**config.mk**
```make
export PLATFORM = sky130hd
export DESIGN_NAME = contador_prog
export DESIGN_NICKNAME = d
export VERILOG_FILES = /design/src/rtl/contador_prog.sv
export SDC_FILE = /design/constraint.sdc
export NUM_CORES = 1
export LEC_CHECK = 0
export ABC_AREA = 1
export CORE_UTILIZATION = 42
export DETAILED_ROUTE_END_ITERATION = 7
export PLACE_DENSITY = 0.74
export SETUP_SLACK_MARGIN = 0.15
export SYNTH_ARGS = -nofsm -noshare
export SYNTH_HDL_FRONTEND = slang
export SYNTH_SLANG_ARGS = --single-unit
```
**constraint.sdc**
```tcl
create_clock -name clk -period 1.3 [get_ports clk]
set_input_delay 0.26 -clock clk [delete_from_list [all_inputs] [get_ports clk]]
set_output_delay 0.26 -clock clk [all_outputs]
set_load 0.02 [all_outputs]
```
**src/rtl/contador_prog.sv**
```systemverilog
// Programmable modulo-MOD counter with free-run and one-shot modes, load and terminal-count pulse.
// Down-counting is compiled in only when CONTADOR_PROG_DOWN_EN is defined.
module contador_prog #(
  parameter int unsigned N   = 8,
  parameter int unsigned MOD = 200
) (
  input  logic         clk,
  input  logic         reset,
  input  logic         en,
  input  logic         dir,
  input  logic         mode,
  input  logic         start,
  input  logic         load,
  input  logic [N-1:0] load_val,
  output logic [N-1:0] count,
  output logic         tc,
  output logic         busy,
  output logic         done
);

  localparam logic [N-1:0] Top = N'(MOD - 1);

  typedef enum logic [1:0] {StIdle, StRun, StDone} state_e;

  state_e       state_q, state_d;
  logic [N-1:0] count_q, count_d;
  logic         tc_q, tc_d;
  logic         down;
  logic         at_term;
  logic [N-1:0] stepped;

`ifdef CONTADOR_PROG_DOWN_EN
  assign down = dir;
`else
  logic unused_dir;
  assign unused_dir = dir;
  assign down       = 1'b0;
`endif

  always_comb begin
    at_term = down ? (count_q == '0) : (count_q == Top);
    if (down) begin
      stepped = (count_q == '0) ? Top : count_q - N'(1);
    end else begin
      stepped = (count_q == Top) ? '0 : count_q + N'(1);
    end
  end

  // Priority: load, then start, then the per-state count step.
  always_comb begin
    state_d = state_q;
    count_d = count_q;
    tc_d    = 1'b0;
    if (load) begin
      count_d = (load_val > Top) ? Top : load_val;
      state_d = StIdle;
    end else if (start && mode && (state_q == StIdle)) begin
      count_d = down ? Top : '0;
      state_d = StRun;
    end else begin
      case (state_q)
        StIdle: begin
          if (!mode && en) begin
            count_d = stepped;
            tc_d    = at_term;
          end
        end
        StRun: begin
          // Leaving one-shot mode mid-run drops back to idle without a step.
          if (!mode) begin
            state_d = StIdle;
          end else if (en) begin
            if (at_term) begin
              state_d = StDone;
              tc_d    = 1'b1;
            end else begin
              count_d = stepped;
            end
          end
        end
        StDone:  state_d = StIdle;
        default: state_d = StIdle;
      endcase
    end
  end

  always_ff @(posedge clk or posedge reset) begin
    if (reset) begin
      state_q <= StIdle;
      count_q <= '0;
      tc_q    <= 1'b0;
    end else begin
      state_q <= state_d;
      count_q <= count_d;
      tc_q    <= tc_d;
    end
  end

  assign count = count_q;
  assign tc    = tc_q;
  assign busy  = (state_q == StRun);
  assign done  = (state_q == StDone);

endmodule

```
==> flow_metrics.tcl <==
set metrics [dict create \
    setup_viol 10 \
    min_path_type "in2async" \
    cp_data_required_time_ns 1.51 \
    overflow 0 \
    drv_cap 0 \
    cts_made_buffers 3 \
    ir_drop_v 0.000560 \
    max_stage_delay_ns 0.44 \
    drive_above_1_share_pct 38.0 \
    place_congestion 0.874 \
    dp.cells 218 \
    cp_top_family "simple AND/OR/NAND/NOR gates" \
    wl_microns 2520 \
    crit_type "reg2reg" \
    wl_per_cell_microns 11.1 \
    critPathLaunchType "flop" \
    syn-cell-area_sq_um 927 \
    reg2reg_from "count[1]$_DFFE_PP0P_" \
    violations "setup timing" \
    mappedNetlistNets 162 \
    grt_pass1_vias 1008 \
    crit_path_frequent_cell "nand2_1" \
    postSynthCellCount 146 \
    worstSetupEndpointType "flop" \
    drt-vias-per-instance 4.78 \
    die_w_microns 49.0 \
    crit_arrival_ns 1.59 \
    status "finished, violations left" \
    hold_viol 0 \
    n_antenna_cell 0 \
    nets 217 \
    dp_hpwl_microns 1920 \
    worst-path-buf-inv 0 \
    clock_path_buffers 2 \
    die-area_sq_mm 0.00240 \
    dr.pass1.iters 4 \
    initial_core_util_pct 45.9 \
    clock.fmax_mhz 725 \
    path_cells "ha_4 > nand2_2 > nor2_1 > nand2_1 > nand2_1 > o21ai_0 > nand2_2 > nand2_1" \
    fillers 166 \
    clock_sinks 11 \
    p_leak_nw 0.791 \
    maxSlewHeadroom_pct 70.5 \
    htree_levels 1 \
    fin_skew_ns 0.00869 \
    die_height_microns 49.0 \
    synth_edf_count 0 \
    syn_to_final_growth_pct 57.5 \
    finish.utilization_pct 72.2 \
    cts_root_buffer "clkbuf_4" \
    synth_top_area_share_pct 29.7 \
    path_clk_slew_ns 0.08 \
    setup_ws_ns -0.0798 \
    antenna_found_initial 0 \
    synth_seq_cells 11 \
    grt_usage_pct 23.3 \
    rsz0062_at_grt "true" \
    grt_max_degree 12 \
    tightest_slew_ns 0.442 \
    crit_path_start "count[1]$_DFFE_PP0P_" \
    postRouteAntennaNets 0 \
    synth.top_cells.by_area "dfrtp_1 30%, nand2_1 26%, nand2_2 6.7%" \
    synth_flop_cell "dfrtp_1" \
    drc_errors 0 \
    vias 1084 \
    synth_cell_types 22 \
    grt_pass1_wl_microns 4290 \
    portBuffers 24 \
    avgSynthCellArea_sq_um 6.35 \
    stdcell_count 227 \
    slowest_stage "dfrtp_2" \
    tritoncts "done" \
    fp.coreArea_sq_mm 0.00202 \
    yosys_warnings 0 \
    clock_latency_ns 0.28 \
    final.setup.tns_ns -0.447 \
    fin_crit_sh_pct 106 \
    place_ws_ns -0.264 \
    layout_commonest_cell "nand2_1" \
    min_period_ns 1.38 \
    rows 16 \
    first_iter_violations 25 \
    final_cell_mix "59 x nand2_1, 28 x buf_4, 16 x inv_1" \
    ys_async_sr_fraction_pct 100 \
    slew_viol_final 0 \
    synth_top_area_cell "dfrtp_1" \
    pin_count 26 \
    yosysSeqAreaShare_pct 29.7 \
    worst-path-max-fanout 3 \
    power.density_mw_per_mm2 947 \
]
[power by group]
| group | total, mW | switching, mW | internal, mW |
|---|---|---|---|
| Clock | 0.251 | 0.132 | 0.119 |
| Combinational | 0.674 | 0.340 | 0.334 |
| Sequential | 0.458 | 0.0656 | 0.392 |
| Total | 1.38 | 0.538 | 0.845 |
[area by class of cell]
class                           count  area, sq um  share of cell area [%]
Clock buffer                        4         26.3                    1.80
Sequential cell                    11          282                    19.3
Multi-Input combinational cell    112          593                    40.6
Timing Repair Buffer               52          439                    30.1
Inverter                           21         86.3                    5.91
Tap cell                           27         33.8                    2.31
[worst reg2reg max path, delay by kind of cell (launching register included)]
kind                       cells  cell delay (ns)
AOI/OAI and AO/OA              1             0.22
adders and majority gates      1             0.18
DFF                            1             0.44
and+or+nand+nor                6             0.46
[worst paths after layout]
path	end	slack (ns)	depth (start not counted)
worst max-delay path	count[4]$_DFFE_PP0P_	-0.08	8
worst min-delay path	count[2]$_DFFE_PP0P_	0.27	2
worst max register to register	count[4]$_DFFE_PP0P_	-0.08	8
worst min register to register	count[7]$_DFFE_PP0P_	0.63	3
max in group asynchronous	state_q[0]$_DFFE_PP0P_	0.69	2
min in group clk	count[7]$_DFFE_PP0P_	0.63	5
[cell families after synthesis]
group           after synthesis  synth area share, %
compound gates                7                 5.67
xor+xnor                      1                0.945
fa+ha+maj                     1                 1.35
buf+inv                      23                 10.7
flops                        11                 29.7
simple gates                103                 51.7
[Yosys cell counts, types with 2 or more instances]
master    instances
nor2_1           10
o21ai_0           3
a211oi_2          2
nor2_4            2
inv_1            16
inv_2             4
dfrtp_1          11
nand3_1          12
nand2_1          63
nand4_1           2
nand2_2          10
[metal layers]
| layer | GRT usage, % | routed length, microns | vias to the layer above |
|---|---|---|---|
| li1 | - | - | 558 |
| met2 | 39.1 | 1190 | 35 |
| met4 | 9.80 | 29 | 0 |
| met1 | 30.0 | 1200 | 487 |
| met5 | 0 | 0 | - |
| met3 | 3.12 | 96 | 4 |
[metrics by stage]
step | hold slack [ns] | instance area (sq um) | total power, mW
after floorplan | 0.112 | 942 | 0.780
after global placement | 0.546 | 1370 | 1.06
after detailed placement | 0.549 | 1370 | 1.08
after CTS | 0.295 | 1400 | 1.33
after global routing | 0.321 | 1460 | 1.46
final | 0.271 | 1460 | 1.38
[sequential cells by signal, summed over array words and instances (netlist names)]
signal	count
count	8
tc	1
state_q	2
[timing repair]
action,4_1_cts,5_1_grt
gates resized for setup,54,16
hold buffers,0,0
setup endpoints to repair,22,20
pin swaps,1,1
buffers inserted,3,2
(Power assumes the default switching activity.)
